<file path="src/rtl/mem_pkg.sv">
// Shared types and constants for the data_memory arbiter.
// Holds the address/data widths, the frame-buffer depth, the response tag carried
// through the read pipeline, and an address range helper.
package mem_pkg;

  localparam int unsigned ADDR_W    = 19;
  localparam int unsigned DATA_W    = 8;
  localparam int unsigned MEM_DEPTH = 307200;  // one 640x480 byte frame

  typedef logic [ADDR_W-1:0] addr_t;
  typedef logic [DATA_W-1:0] data_t;

  // Per-read bookkeeping that travels alongside the memory read latency.
  typedef struct packed {
    logic valid;  // a granted read occupies this slot
    logic id;     // issuing port (0 = load/store unit, 1 = frame streamer)
    logic oor;    // address was out of range; data must be suppressed
  } rsp_tag_t;

  // Unsigned compare widened to 32 bits so that depth may equal 2**ADDR_W.
  function automatic logic addr_in_range(addr_t addr, int unsigned depth);
    return {{(32 - ADDR_W){1'b0}}, addr} < depth;
  endfunction

endpackage

</file>
<file path="src/rtl/rsp_pipe.sv">
// Response tag delay line for the data_memory arbiter.
// Delays each issued tag by STAGES cycles so it lines up with the memory read data.
// Ports:
//   clk     - clock, rising edge
//   rst_n   - asynchronous active-low clear; discards all in-flight tags
//   tag_in  - tag entering stage 0 at the end of the grant cycle
//   tag_out - tag leaving the last stage (valid in grant cycle + STAGES)
module rsp_pipe
  import mem_pkg::*;
#(
  parameter int unsigned STAGES = 2
) (
  input  logic     clk,
  input  logic     rst_n,
  input  rsp_tag_t tag_in,
  output rsp_tag_t tag_out
);

  rsp_tag_t [STAGES-1:0] stage_q;
  rsp_tag_t [STAGES-1:0] stage_d;

  always_comb begin
    stage_d    = stage_q;
    stage_d[0] = tag_in;
    for (int unsigned i = 1; i < STAGES; i++) begin
      stage_d[i] = stage_q[i-1];
    end
  end

  always_ff @(posedge clk or negedge rst_n) begin
    if (!rst_n) begin
      stage_q <= '0;
    end else begin
      stage_q <= stage_d;
    end
  end

  assign tag_out = stage_q[STAGES-1];

endmodule

</file>
<file path="src/rtl/data_mem_arbiter.sv">
// Two-port round-robin arbiter in front of the single-port data_memory.
// Port 0 is the processor load/store unit, port 1 the frame streaming reader/writer.
// One access is granted per cycle; on contention the port not granted last wins.
// Out-of-range writes are dropped (err pulses with gnt); out-of-range reads are still
// issued to keep latency fixed but return rdata=0 with err=1.
// Ports:
//   clk, rst_n                    - clock and asynchronous active-low reset
//   pN_req/we/addr/wdata          - request from port N, held until pN_gnt
//   pN_gnt                        - single-cycle grant, combinational from req
//   pN_rvalid/rdata/err           - read response, RD_LAT cycles after the grant
//   mem_address/mem_wren/mem_data - registered command to data_memory
//   mem_q                         - data_memory read data
module data_mem_arbiter
  import mem_pkg::*;
#(
  parameter int unsigned DEPTH  = MEM_DEPTH,
  parameter int unsigned RD_LAT = 2
) (
  input  logic              clk,
  input  logic              rst_n,

  input  logic              p0_req,
  input  logic              p0_we,
  input  logic [ADDR_W-1:0] p0_addr,
  input  logic [DATA_W-1:0] p0_wdata,
  output logic              p0_gnt,
  output logic              p0_rvalid,
  output logic [DATA_W-1:0] p0_rdata,
  output logic              p0_err,

  input  logic              p1_req,
  input  logic              p1_we,
  input  logic [ADDR_W-1:0] p1_addr,
  input  logic [DATA_W-1:0] p1_wdata,
  output logic              p1_gnt,
  output logic              p1_rvalid,
  output logic [DATA_W-1:0] p1_rdata,
  output logic              p1_err,

  output logic [ADDR_W-1:0] mem_address,
  output logic              mem_wren,
  output logic [DATA_W-1:0] mem_data,
  input  logic [DATA_W-1:0] mem_q
);

  logic     last_q, last_d;
  addr_t    mem_address_q, mem_address_d;
  data_t    mem_data_q, mem_data_d;
  logic     mem_wren_q, mem_wren_d;

  logic     gnt0, gnt1, any_gnt;
  logic     win_id, win_we, in_range, oor_wr;
  addr_t    win_addr;
  data_t    win_wdata;
  rsp_tag_t tag_in, tag_out;
  logic     rsp0, rsp1;

  // Grants are gated by rst_n so that nothing is granted while reset is held.
  always_comb begin
    gnt0 = 1'b0;
    gnt1 = 1'b0;
    if (rst_n) begin
      if (p0_req && p1_req) begin
        gnt0 = last_q;
        gnt1 = !last_q;
      end else begin
        gnt0 = p0_req;
        gnt1 = p1_req;
      end
    end
  end

  assign any_gnt   = gnt0 | gnt1;
  assign win_id    = gnt1;
  assign win_we    = win_id ? p1_we    : p0_we;
  assign win_addr  = win_id ? p1_addr  : p0_addr;
  assign win_wdata = win_id ? p1_wdata : p0_wdata;
  assign in_range  = addr_in_range(win_addr, DEPTH);
  assign oor_wr    = any_gnt & win_we & !in_range;

  // Issue path and response tag; address/data hold while idle, wren never does.
  always_comb begin
    last_d        = last_q;
    mem_address_d = mem_address_q;
    mem_data_d    = mem_data_q;
    mem_wren_d    = 1'b0;
    tag_in        = '0;
    if (any_gnt) begin
      last_d        = win_id;
      mem_address_d = win_addr;
      mem_data_d    = win_wdata;
      mem_wren_d    = win_we & in_range;
      if (!win_we) begin
        tag_in.valid = 1'b1;
        tag_in.id    = win_id;
        tag_in.oor   = !in_range;
      end
    end
  end

  always_ff @(posedge clk or negedge rst_n) begin
    if (!rst_n) begin
      last_q        <= 1'b1;
      mem_address_q <= '0;
      mem_data_q    <= '0;
      mem_wren_q    <= 1'b0;
    end else begin
      last_q        <= last_d;
      mem_address_q <= mem_address_d;
      mem_data_q    <= mem_data_d;
      mem_wren_q    <= mem_wren_d;
    end
  end

  rsp_pipe #(
    .STAGES (RD_LAT)
  ) u_rsp_pipe (
    .clk     (clk),
    .rst_n   (rst_n),
    .tag_in  (tag_in),
    .tag_out (tag_out)
  );

  assign rsp0 = tag_out.valid & !tag_out.id;
  assign rsp1 = tag_out.valid &  tag_out.id;

  always_comb begin
    p0_gnt    = gnt0;
    p1_gnt    = gnt1;
    p0_rvalid = rsp0;
    p1_rvalid = rsp1;
    p0_rdata  = (rsp0 && !tag_out.oor) ? mem_q : '0;
    p1_rdata  = (rsp1 && !tag_out.oor) ? mem_q : '0;
    // err covers both a suppressed read response and a dropped write at grant time.
    p0_err    = (rsp0 & tag_out.oor) | (gnt0 & oor_wr);
    p1_err    = (rsp1 & tag_out.oor) | (gnt1 & oor_wr);
  end

  assign mem_address = mem_address_q;
  assign mem_wren    = mem_wren_q;
  assign mem_data    = mem_data_q;

endmodule

</file>
<file path="config.mk">
export PLATFORM = sky130hd
export DESIGN_NAME = data_mem_arbiter
export DESIGN_NICKNAME = d
export VERILOG_FILES = /design/src/rtl/mem_pkg.sv /design/src/rtl/rsp_pipe.sv /design/src/rtl/data_mem_arbiter.sv
export SDC_FILE = /design/constraint.sdc
export NUM_CORES = 1
export LEC_CHECK = 0
export CORE_MARGIN = 3
export CORE_UTILIZATION = 35
export DETAILED_ROUTE_END_ITERATION = 12
export HOLD_SLACK_MARGIN = 0.12
export PLACE_DENSITY = 0.88
export SYNTH_ARGS = -nofsm -noshare
export SYNTH_HDL_FRONTEND = slang
export SYNTH_SLANG_ARGS = --single-unit
</file>
<file path="constraint.sdc">
create_clock -name clk -period 2.1 [get_ports clk]
set_input_delay 0.525 -clock clk [delete_from_list [all_inputs] [get_ports clk]]
set_output_delay 0.525 -clock clk [all_outputs]
set_load 0.05 [all_outputs]
</file>
Word level (Yosys, flattened, before mapping):

Index checks and enable logic that the tools add are counted.

* input bits: 68
* register bits after elaboration: 35
* word-level logic and storage cells: 42
* output and inout bits: 50

* mux-type cells: 12
* reductions and logical operators: 7
* bitwise logic cells: 12
* magnitude comparators: 1

Operator list (count)
* 8-bit 2-to-1 mux: 3
* 19-bit less-than comparator (second input constant): 1
* 19-bit 2-to-1 mux: 1
* 1-bit AND: 9
* 1-bit 2-to-1 mux: 6
* 3-bit 2-to-1 mux: 2
* 1-bit zero test: 4
* 1-bit logical AND: 3
* 1-bit OR: 3

Longest topological paths before layout:

Gate-level depths: netlist (run 1).

* depth in word-level cells: 9
* depth in mapped cells: 6

Hierarchy:

Synthesis (run 1) repeated with hierarchy kept, for this count alone.

* cells, all modules: 169
* area, all modules: 1719.1 µm²

By module, submodules not included
* data_mem_arbiter: instances 1, cells an instance 163, seq. area each 726.9 µm², area each 1569.0 µm²
* rsp_pipe: instances 1, cells an instance 6, seq. area each 150.1 µm², area each 150.1 µm²

Least setup slack after synthesis (run 1):

OpenSTA, ideal clock, no wires.

* path kind: input to output
* from: in p1_req
* to: out p1_err
* stages: 3
* path slack: -0.483 ns
* data arrival time: 2.058 ns
* buffers on the path: 0
* path through: a21boi_2 > nand3_1 > o31ai_1

* word-level cells in the longest chain between the ends: 9
* elaborated cells between the ends (all ways): 14

Ends and longest elaborated chain
* start: declaration: RTL line data_mem_arbiter.sv:31 `input logic p1_req,`
* 1-bit logical AND: RTL line data_mem_arbiter.sv:63 `if (p0_req && p1_req) begin`
* 1-bit 2-to-1 mux: RTL line data_mem_arbiter.sv:63
* 1-bit 2-to-1 mux: RTL line data_mem_arbiter.sv:62 `if (rst_n) begin`
* 19-bit 2-to-1 mux: RTL line data_mem_arbiter.sv:76 `assign win_addr = win_id ? p1_addr : p0_addr;`
* 19-bit less-than comparator: RTL line mem_pkg.sv:22 `return {{(32 - ADDR_W){1'b0}}, addr} < depth;`
* 1-bit zero test: RTL line data_mem_arbiter.sv:79 `assign oor_wr = any_gnt & win_we & !in_range;`
* 1-bit AND: RTL line data_mem_arbiter.sv:79
* 1-bit AND (*): RTL line data_mem_arbiter.sv:136 `p1_err = (rsp1 & tag_out.oor) | (gnt1 & oor_wr);`
* 1-bit OR (*): RTL line data_mem_arbiter.sv:136
* end: declaration: RTL line data_mem_arbiter.sv:38 `output logic p1_err,`

Mark *: on every way between the ends. The rest lies on a longest branch, timed or not.

Worst setup path in the final report (run 1):

* from: in p0_addr[13]
* to: out p0_err

* word-level cells in the longest chain between the ends: 6

Ends and longest elaborated chain
* start: declaration: RTL line data_mem_arbiter.sv:24 `input logic [ADDR_W-1:0] p0_addr,`
* 19-bit 2-to-1 mux: RTL line data_mem_arbiter.sv:76
* 19-bit less-than comparator: RTL line mem_pkg.sv:22
* 1-bit zero test: RTL line data_mem_arbiter.sv:79
* 1-bit AND: RTL line data_mem_arbiter.sv:79
* 1-bit AND: RTL line data_mem_arbiter.sv:135 `p0_err = (rsp0 & tag_out.oor) | (gnt0 & oor_wr);`
* 1-bit OR: RTL line data_mem_arbiter.sv:135
* end: declaration: RTL line data_mem_arbiter.sv:29 `output logic p0_err,`

Every way passes these cells.

==> results of run 1 <==
## power breakdown
| part | internal (uW) | switching [uW] |
|---|---|---|
| Sequential | 759 | 44.9 |
| Combinational | 369 | 501 |
| Clock | 299 | 231 |
## cell families after synthesis
group | count (synthesis) | share of synthesized area, %
AND/OR/NAND/NOR | 54 | 15.42
AO/OA/AOI/OAI | 42 | 14.62
flip-flops | 35 | 50.98
multiplexers | 26 | 15.13
buffers and inverters | 12 | 3.854
## worst max-delay path, cell delays in order
cell and delay (ns):
buf_2 0.10, a21o_1 0.18, a211oi_2 0.26, o22ai_2 0.13
a32o_2 0.31, buf_12 0.15
## timing repair
item / 4_1_cts / 5_1_grt
gates resized for setup: 50 / 5
cloned: 0 / 0
pin swaps: 10 / 6
endpoints found under the setup margin: 13 / 8
setup buffers: 2 / 0
## synthesized netlist by cell type (2+ instances only)
master	count
inv_1	4
o21ai_0	20
a211oi_1	2
dfrtp_1	34
nor2b_1	3
nand2_1	28
buf_6	2
o21ai_1	8
a21o_1	3
clkbuf_1	3
buf_2	2
and2_1	19
mux2i_1	26
## stage by stage
stage	setup TNS (ns)	power [uW]	cells
after floorplan	-0.4147	1274	169
after global placement	-3.224	1670	357
after detailed placement	-4.424	1688	357
after CTS	-0.07236	2232	367
after global routing	-0.1185	2315	366
final	-0.08974	2204	366
## final timing paths
| kind | endpoint | slack [ns] | cells after the start |
|---|---|---|---|
| worst min register to register | u_rsp_pipe.tag_out[2] | 0.36 | 0 |
| worst max register to register | mem_address[15] | 0.37 | 6 |
| min in group clk | u_rsp_pipe.tag_out[2] | 0.36 | 0 |
| worst min-delay path | mem_wren | 0.24 | 2 |
| worst max-delay path | p0_err | -0.09 | 6 |
| max in group asynchronous | mem_address[4] | 1.61 | 2 |
## registers in the layout (all words and copies together) (netlist names)
register and cells:
mem_data 8, mem_wren 1, last_q 1, u_rsp_pipe.tag_out 3, mem_address 19, u_rsp_pipe.stage_d 3
## routing by layer
metal | track usage (%) | vias to the layer above
li1 | - | 838
met1 | 18.89 | 778
met2 | 31.47 | 91
met3 | 7.092 | 9
met4 | 6.884 | 0
met5 | 0 | -
## area by class of cell
type	instances	area (sq um)	area share [%]
clock buffer	8	100.1	2.963
inverter	4	15.01	0.4444
multi-input combinational	122	855.8	25.33
sequential	35	877.1	25.96
tap	65	81.33	2.407
timing repair buffer	132	1449	42.89
==> flow_metrics.env, run 1 <==
export IMPL_run_status="complete, but fails checks"
export IMPL_violated_checks="negative setup slack"
export IMPL_synth_edff_count=0
export IMPL_die_x_um=76.11
export IMPL_postRouteWirelength_um=5059
export IMPL_clkSinkCount=35
export IMPL_num_rows=24
export IMPL_design_final_nets=368
export IMPL_first_pass_iters=4
export IMPL_synth_cell_type_count=28
export IMPL_startpoint="p0_addr[13]"
export IMPL_htree_levels=2
export IMPL_minimum_setup_slack_in_the_final_design_ns=-0.08974
export IMPL_worst_setup_path_end_kind="output port"
export IMPL_finalWorstPathRequiredPeriod_ns=2.190
export IMPL_final_setup_violations=1
export IMPL_critical_path_class="primary input to output port"
export IMPL_drc_violations_left=0
export IMPL_critical_path_required_ns=1.57
export IMPL_synth_top_area_cell="dfrtp_1"
export IMPL_post_dp_cell_area_sq_um=3253
export IMPL_leakagePower_uw=0.001619
export IMPL_p_per_area_nw_per_um2=652.3
export IMPL_filler_cell_count=333
export IMPL_hold_ws_ns=0.2419
export IMPL_post_cts_hold_buffer_count=0
export IMPL_avgViaCountPerCell=4.689
export IMPL_layout_common_cells="clkdlybuf4s50_1, dfrtp_1, nand2_1"
export IMPL_rsz0062_at_grt="true"
export IMPL_min_period_over_period_pct=104.3
export IMPL_sequential_area_share_after_synthesis_pct=50.98
export IMPL_cp_max_fo=2
export IMPL_tightestPinTransition_ns=0.5189
export IMPL_maxClockFrequency_ghz=0.4567
export IMPL_cp_start_kind="primary input"
export IMPL_met1Wirelength_um=1940
export IMPL_dp_hpwl_um=4108
export IMPL_route_vias_total=1716
export IMPL_gr_usage_all_layers_pct=17.76
export IMPL_layout_drive_gt1_share_pct=22.59
export IMPL_antenna_left=0
export IMPL_drv_cap=0
export IMPL_cts_tree="yes"
export IMPL_number_of_synthesis_warnings=0
export IMPL_cts_buffer_depth=2
export IMPL_synth_net_count=237
export IMPL_ir_worst_vdd_mv=0.4130
export IMPL_top_layer_used="met4"
export IMPL_signal_arrival_time_at_the_worst_endpoint_ns=1.66
export IMPL_drt_first_iter_violations=65
export IMPL_grt_max_degree=33
export IMPL_core_region_area_sq_um=4534
export IMPL_insertion_delay_ns=0.28
export IMPL_placement_setup_worst_slack_ns=-0.5167
export IMPL_layout_commonest_cell="clkdlybuf4s50_1"
export IMPL_synth_cell_area_sq_um=1720
export IMPL_design_area_sq_um=3378
export IMPL_final_hold_viol_count=0
export IMPL_ys_ff_latch=35
export IMPL_io_pins=118
export IMPL_met2RoutedLength_um=2542
export IMPL_hp_class="primary input to async pin"
export IMPL_antenna_cells=0
export IMPL_wl_met3_um=483
export IMPL_layout_area_overhead_vs_synth_pct=96.36
export IMPL_synthFlopType="dfrtp_1"
export IMPL_synthesis_instances=169
export IMPL_clock_tree_root_cell="clkbuf_8"
export IMPL_synth_top_cells_by_area="dfrtp_1, mux2i_1, and2_1"
export IMPL_via_count_of_the_first_global_routing_pass=1796
export IMPL_grt_overflow=0
export IMPL_synthDominantCellAreaShare_pct=49.45
export IMPL_grt_pass1_wl_um=8300
export IMPL_numCtsBuffers=5
export IMPL_die_outline_area_sq_um=5793
export IMPL_die_h_um=76.11
export IMPL_post_drt_wl_per_cell_um=13.82
export IMPL_number_of_buffers_inserted_by_port_buffering=117
export IMPL_initial_utilization_pct=37.94
export IMPL_final_util_pct=74.50
export IMPL_timing_rr_start="last_q"
export IMPL_syn_area_per_cell_sq_um=10.18
export IMPL_clkSlewWorstSetupHoldPaths_ns=0.07
export IMPL_gp_congestion=0.7997
export IMPL_async_reset_ff_share_pct=100.0
export IMPL_slew_viol_final=0
export IMPL_worst_slew_margin_rel_pct=65.30
export IMPL_fin_worst_skew_ns=0.002488
export IMPL_antenna_violations_before_repair=0
(Power assumes the default switching activity.)
==> run 2, diff against run 1 <==
Settings changed: CORE_UTILIZATION 35 to 52, DONT_BUFFER_PORTS set to 1, PLACE_DENSITY 0.88 to 0.75.
Clock period 2.1 ns to 2.3 ns, I/O delays scaled along.
==> run 2 against run 1 <==
Against the previous run: the flow now finishes without violations; critical path depth decreased by 2; power decreased by 27%; final area decreased by 32%; global-route usage increased by 5.1 points; die area decreased by 30%; final cell count decreased by 33%; wire length decreased by 6.1%; first-iteration DRC count increased by 9.2%; core utilization decreased by 0.11 points; sequential power increased by 22%.
==> flow_metrics.env, run 2 (same netlist as run 1, synthesis figures left out) <==
export IMPL_number_of_buffers_inserted_by_port_buffering=0
export IMPL_post_drt_wl_per_cell_um=19.38
export IMPL_clkSinkCount=35
export IMPL_first_pass_iters=4
export IMPL_avgViaCountPerCell=5.551
export IMPL_drc_violations_left=0
export IMPL_layout_area_overhead_vs_synth_pct=34.18
export IMPL_postRouteWirelength_um=4748
export IMPL_maximum_single_stage_delay_on_the_critical_path_ns=0.58
export IMPL_gp_congestion=0.7963
export IMPL_grt_max_degree=38
export IMPL_cts_tree="yes"
export IMPL_slew_viol_final=0
export IMPL_die_h_um=63.52
export IMPL_die_outline_area_sq_um=4035
export IMPL_route_vias_total=1360
export IMPL_design_final_nets=268
export IMPL_grt_pass1_wl_um=7038
export IMPL_maxClockFrequency_ghz=0.4372
export IMPL_run_status="complete, no violations"
export IMPL_r2r_slack_ns=0.40
export IMPL_initial_utilization_pct=55.44
export IMPL_via_count_of_the_first_global_routing_pass=1427
export IMPL_worst_slew_margin_rel_pct=64.98
export IMPL_worstHoldStart="p1_we"
export IMPL_worst_setup_path_end_kind="output port"
export IMPL_fin_cells=245
export IMPL_hp_class="primary input to register"
export IMPL_signal_arrival_time_at_the_worst_endpoint_ns=1.71
export IMPL_finalWorstPathRequiredPeriod_ns=2.287
export IMPL_critical_path_required_ns=1.73
export IMPL_drv_cap=0
export IMPL_final_setup_violations=0
export IMPL_worst_path_cell_trace="a21boi_4 > a21bo_2 > o22ai_2 > a32o_2"
export IMPL_crit_buf_inv=0
export IMPL_tightestPinTransition_ns=0.5253
export IMPL_grt_overflow=0
export IMPL_cp_start_kind="register"
export IMPL_drt_first_iter_violations=71
export IMPL_layout_drive_gt1_share_pct=25.37
export IMPL_critical_path_class="register to output port"
export IMPL_layout_commonest_cell="dfrtp_1"
export IMPL_timing_rr_start="last_q"
export IMPL_cts_buffer_depth=2
export IMPL_rsz0062_at_grt="true"
export IMPL_insertion_delay_ns=0.33
export IMPL_final_util_pct=74.40
export IMPL_largest_register_ffs=19
export IMPL_antenna_cells=0
export IMPL_gr_usage_all_layers_pct=22.85
export IMPL_die_x_um=63.52
export IMPL_startpoint="last_q"
export IMPL_fin_worst_skew_ns=0.007198
export IMPL_gate_family_responsible_for_the_most_delay_along_the_worst_path="compound AO/OA/AOI/OAI gates"
export IMPL_place_detailed_instances=231
export IMPL_ir_worst_vdd_mv=0.5461
export IMPL_core_region_area_sq_um=3103
export IMPL_numCtsBuffers=5
export IMPL_antenna_violations_before_repair=0
export IMPL_min_period_over_period_pct=99.44
export IMPL_antenna_left=0
export IMPL_leakagePower_uw=0.001181
export IMPL_layout_common_cells="dfrtp_1, nand2_1, mux2i_1"
export IMPL_io_pins=118
export IMPL_dp_hpwl_um=3561
export IMPL_clkSlewWorstSetupHoldPaths_ns=0.10
export IMPL_final_hold_viol_count=0
export IMPL_htree_levels=2
export IMPL_num_rows=20
export IMPL_sum_of_internal_switching_and_leakage_power_uw=1616
export IMPL_crit_path_top_delay_cell="dfstp_2"
export IMPL_p_per_area_nw_per_um2=699.8
export IMPL_cp_max_fo=4
export IMPL_clock_tree_root_cell="clkbuf_4"
-- run 2: cell count changes in the layout (fill, tap and decap cells not counted), moves of 3 or more --
cell             delta
clkdlybuf4s50_1    -77
buf_2               -8
dlygate4sd2_1       -7
clkbuf_8            -6
clkbuf_4            +5
buf_12              -3
buf_6               -3
nor2b_4             -3
-- run 2: final timing paths --
| check | endpoint | depth (start not counted) |
|---|---|---|
| worst max-delay path | p0_err | 4 |
| worst min-delay path | u_rsp_pipe.stage_d[4] | 1 |
| worst max register to register | mem_data[1] | 7 |
| worst min register to register | u_rsp_pipe.tag_out[2] | 0 |
| max in group asynchronous | last_q | 2 |
| min in group asynchronous | u_rsp_pipe.tag_out[0] | 2 |
-- run 2: layout make-up --
cell class,instances,area (sq um)
Timing Repair Buffer,32,467.9
Fill cell,209,794.5
Sequential cell,35,877.1
Multi-Input combinational cell,122,833.3
Clock buffer,7,55.05
Clock inverter,1,5.005
Tap cell,44,55.05
Inverter,4,15.01
-- run 2: per-stage QoR --
| step | instance area [sq um] | setup WS (ns) | hold slack, ns | TNS, ns |
|---|---|---|---|---|
| 3_3_place_gp | 2153 | 0.07850 | 0.2804 | 0 |
| 2_1_floorplan | 1730 | 0.03940 | 0.2794 | 0 |
| 4_1_cts | 2253 | -0.03631 | 0.2978 | -0.05463 |
| 5_1_grt | 2308 | -0.06471 | 0.2869 | -0.06471 |
| 6_report | 2308 | 0.01292 | 0.3120 | 0 |
| 3_5_place_dp | 2153 | 0.04882 | 0.2804 | 0 |
-- run 2: repair_timing --
action / 4_1_cts / 5_1_grt
pin swaps: 1 / 6
resized for setup: 3 / 6
setup endpoints to repair: 2 / 10
hold endpoints to repair: 35 / 0
hold buffers: 2 / 0
setup buffers: 0 / 4
-- run 2: power by group --
part	internal (uW)	switching [uW]
Combinational	132	165
Sequential	688	291
Clock	148	191
Total	968	648
-- run 2: metal layers --
layer	share of wire (%)	up-vias	global-route usage (%)
met1	34	626	25.03
met4	2.1	0	7.817
met2	54	80	40.94
met5	0	-	0
li1	-	642	-
met3	9.7	12	7.665
==> run 3, diff against run 2 <==
Settings changed: CORE_UTILIZATION 52 to 35, DONT_BUFFER_PORTS 1 to not set, PLACE_DENSITY 0.75 to 0.88, SLEW_MARGIN set to 10, TNS_END_PERCENT set to 30.
==> run 3 against run 2 <==
Against the previous run: critical path depth increased by 2; final cell count increased by 51%; non-clock buffer count increased by 103; clock-buffer cell count increased by 1; wire length increased by 8.7%; clock power increased by 41%; sequential power decreased by 25%; critical path type is now primary input to output port; highest routed layer unchanged.
==> flow_metrics.env, run 3 (same netlist as run 1, synthesis figures left out) <==
export IMPL_largest_register_ffs=19
export IMPL_power_internal_uw=1304
export IMPL_placement_setup_worst_slack_ns=-0.4278
export IMPL_io_pins=118
export IMPL_worst_setup_path_end_kind="output port"
export IMPL_drc_violations_left=0
export IMPL_filler_cell_count=325
export IMPL_hp_class="primary input to async pin"
export IMPL_cts_buffer_depth=2
export IMPL_signal_arrival_time_at_the_worst_endpoint_ns=1.72
export IMPL_min_period_over_period_pct=99.60
export IMPL_maxClockFrequency_ghz=0.4365
export IMPL_hold_ws_ns=0.3123
export IMPL_final_util_pct=74.78
export IMPL_worst_slew_margin_rel_pct=63.42
export IMPL_core_region_area_sq_um=4534
export IMPL_die_x_um=76.11
export IMPL_antenna_violations_before_repair=0
export IMPL_numCtsBuffers=5
export IMPL_avgViaCountPerCell=4.737
export IMPL_p_per_area_nw_per_um2=592.5
export IMPL_htree_levels=2
export IMPL_power_frac_seq_pct=36.5
export IMPL_via_count_of_the_first_global_routing_pass=1784
export IMPL_grt_use_met3_pct=7.092
export IMPL_die_outline_area_sq_um=5793
export IMPL_fin_cells=369
export IMPL_num_rows=24
export IMPL_antenna_left=0
export IMPL_p_sw_uw=705.0
export IMPL_rsz0062_at_grt="true"
export IMPL_layout_area_overhead_vs_synth_pct=97.09
export IMPL_drt_first_iter_violations=20
export IMPL_initial_utilization_pct=37.94
export IMPL_drv_cap=0
export IMPL_power_frac_comb_pct=39.7
export IMPL_setup_tns_ns=0
export IMPL_gp_congestion=0.7686
export IMPL_top_usage_layer="met2"
export IMPL_minimum_setup_slack_in_the_final_design_ns=0.009285
export IMPL_clkSlewWorstSetupHoldPaths_ns=0.07
export IMPL_clock_tree_root_cell="clkbuf_8"
export IMPL_antenna_cells=0
export IMPL_route_vias_total=1748
export IMPL_die_h_um=76.11
export IMPL_post_cts_hold_buffer_count=0
export IMPL_grt_pass1_wl_um=8500
export IMPL_tightestPinTransition_ns=0.5470
export IMPL_post_drt_wl_per_cell_um=13.99
export IMPL_clockPowerShare_pct=23.7
export IMPL_critical_path_class="primary input to output port"
export IMPL_leakagePower_uw=0.001636
export IMPL_cp_max_fo=2
export IMPL_postRouteWirelength_um=5163
export IMPL_final_hold_viol_count=0
export IMPL_grt_max_degree=26
export IMPL_dp_hpwl_um=4238
export IMPL_first_pass_iters=4
export IMPL_layout_commonest_cell="clkdlybuf4s50_1"
export IMPL_design_final_nets=371
export IMPL_run_status="complete, no violations"
export IMPL_final_setup_violations=0
export IMPL_cts_tree="yes"
export IMPL_layout_common_cells="clkdlybuf4s50_1, dfrtp_1, nand2_1"
export IMPL_grtUsageMet2_pct=33.51
export IMPL_switching_share_pct=35.09
export IMPL_cp_start_kind="primary input"
export IMPL_ir_worst_vdd_mv=0.3255
export IMPL_critical_path_required_ns=1.73
export IMPL_clkSinkCount=35
export IMPL_insertion_delay_ns=0.28
export IMPL_number_of_buffers_inserted_by_port_buffering=117
export IMPL_place_detailed_instances=358
export IMPL_gr_met1_demand_resource_pct=19.46
export IMPL_grt_overflow=0
export IMPL_gr_usage_all_layers_pct=18.25
export IMPL_layout_drive_gt1_share_pct=20.07
export IMPL_finalWorstPathRequiredPeriod_ns=2.291
export IMPL_fin_worst_skew_ns=0.007131
export IMPL_slew_viol_final=0
-- run 3: cell types whose count changed in the layout (fill, tap and decap cells not counted), moves of 2 or more --
cell             change
buf_2                +4
clkbuf_8             +6
dlymetal6s2s_1       +2
clkdlybuf4s50_1     +79
buf_4                +4
dlygate4sd2_1        +6
buf_12               +2
a211oi_2             +2
clkdlybuf4s15_1      +5
clkbuf_4             -5
a211oi_1             -2
-- run 3: layer usage --
metal  vias to the layer above  part of all wire (%)
li1                        854                     -
met2                        86                    51
met4                         0                   1.2
met1                       803                    38
met3                         5                   9.7
met5                         -                     0
-- run 3: layout make-up --
class	count	area, sq um	area share (%)
tap	65	81.33	2.399
multi-input combinational	122	834.6	24.61
sequential	35	877.1	25.87
timing repair buffer	135	1483	43.73
inverter	4	15.01	0.4428
clock buffer	8	100.1	2.952
-- run 3: stage by stage --
stage	area (sq um)	power, uW
CTS	3387	2026
global placement	3248	1524
finish	3391	2009
floorplan	1728	1161
detailed placement	3248	1542
global route	3391	2103
-- run 3: timing repair --
| action | CTS | global route |
|---|---|---|
| gates resized for setup | 36 | 6 |
| cloned | 0 | 0 |
| setup buffers | 3 | 0 |
| setup endpoints to repair | 4 | 2 |
| pin swaps | 10 | 5 |
-- run 3: worst max-delay path, stage by stage --
cell and delay (ns):
buf_2 0.11, a21o_1 0.18, a211oi_2 0.26, o22ai_2 0.15, a32o_2 0.30, buf_12 0.15
-- run 3: path summary, 6_finish.rpt --
path	startpoint	endpoint	slack, ns	cells past startpoint
max in group asynchronous	rst_n	mem_address[4]	1.69	2
max reg2reg	last_q	mem_data[0]	0.64	6
min reg2reg	u_rsp_pipe.stage_d[5]	u_rsp_pipe.tag_out[2]	0.36	0
max	p1_addr[13]	p0_err	0.009	6
min	rst_n	mem_wren	0.31	2
min in group clk	u_rsp_pipe.stage_d[5]	u_rsp_pipe.tag_out[2]	0.36	0
-- run 3: power groups by stage --
stage                     Sequential, uW  Clock [uW]  Combinational (uW)
after global placement               739           0                 785
after detailed placement             744           0                 798
after CTS                            734         486                 805
after floorplan                      974           0                 188
final                                734         477                 798
after global routing                 743         520                 840
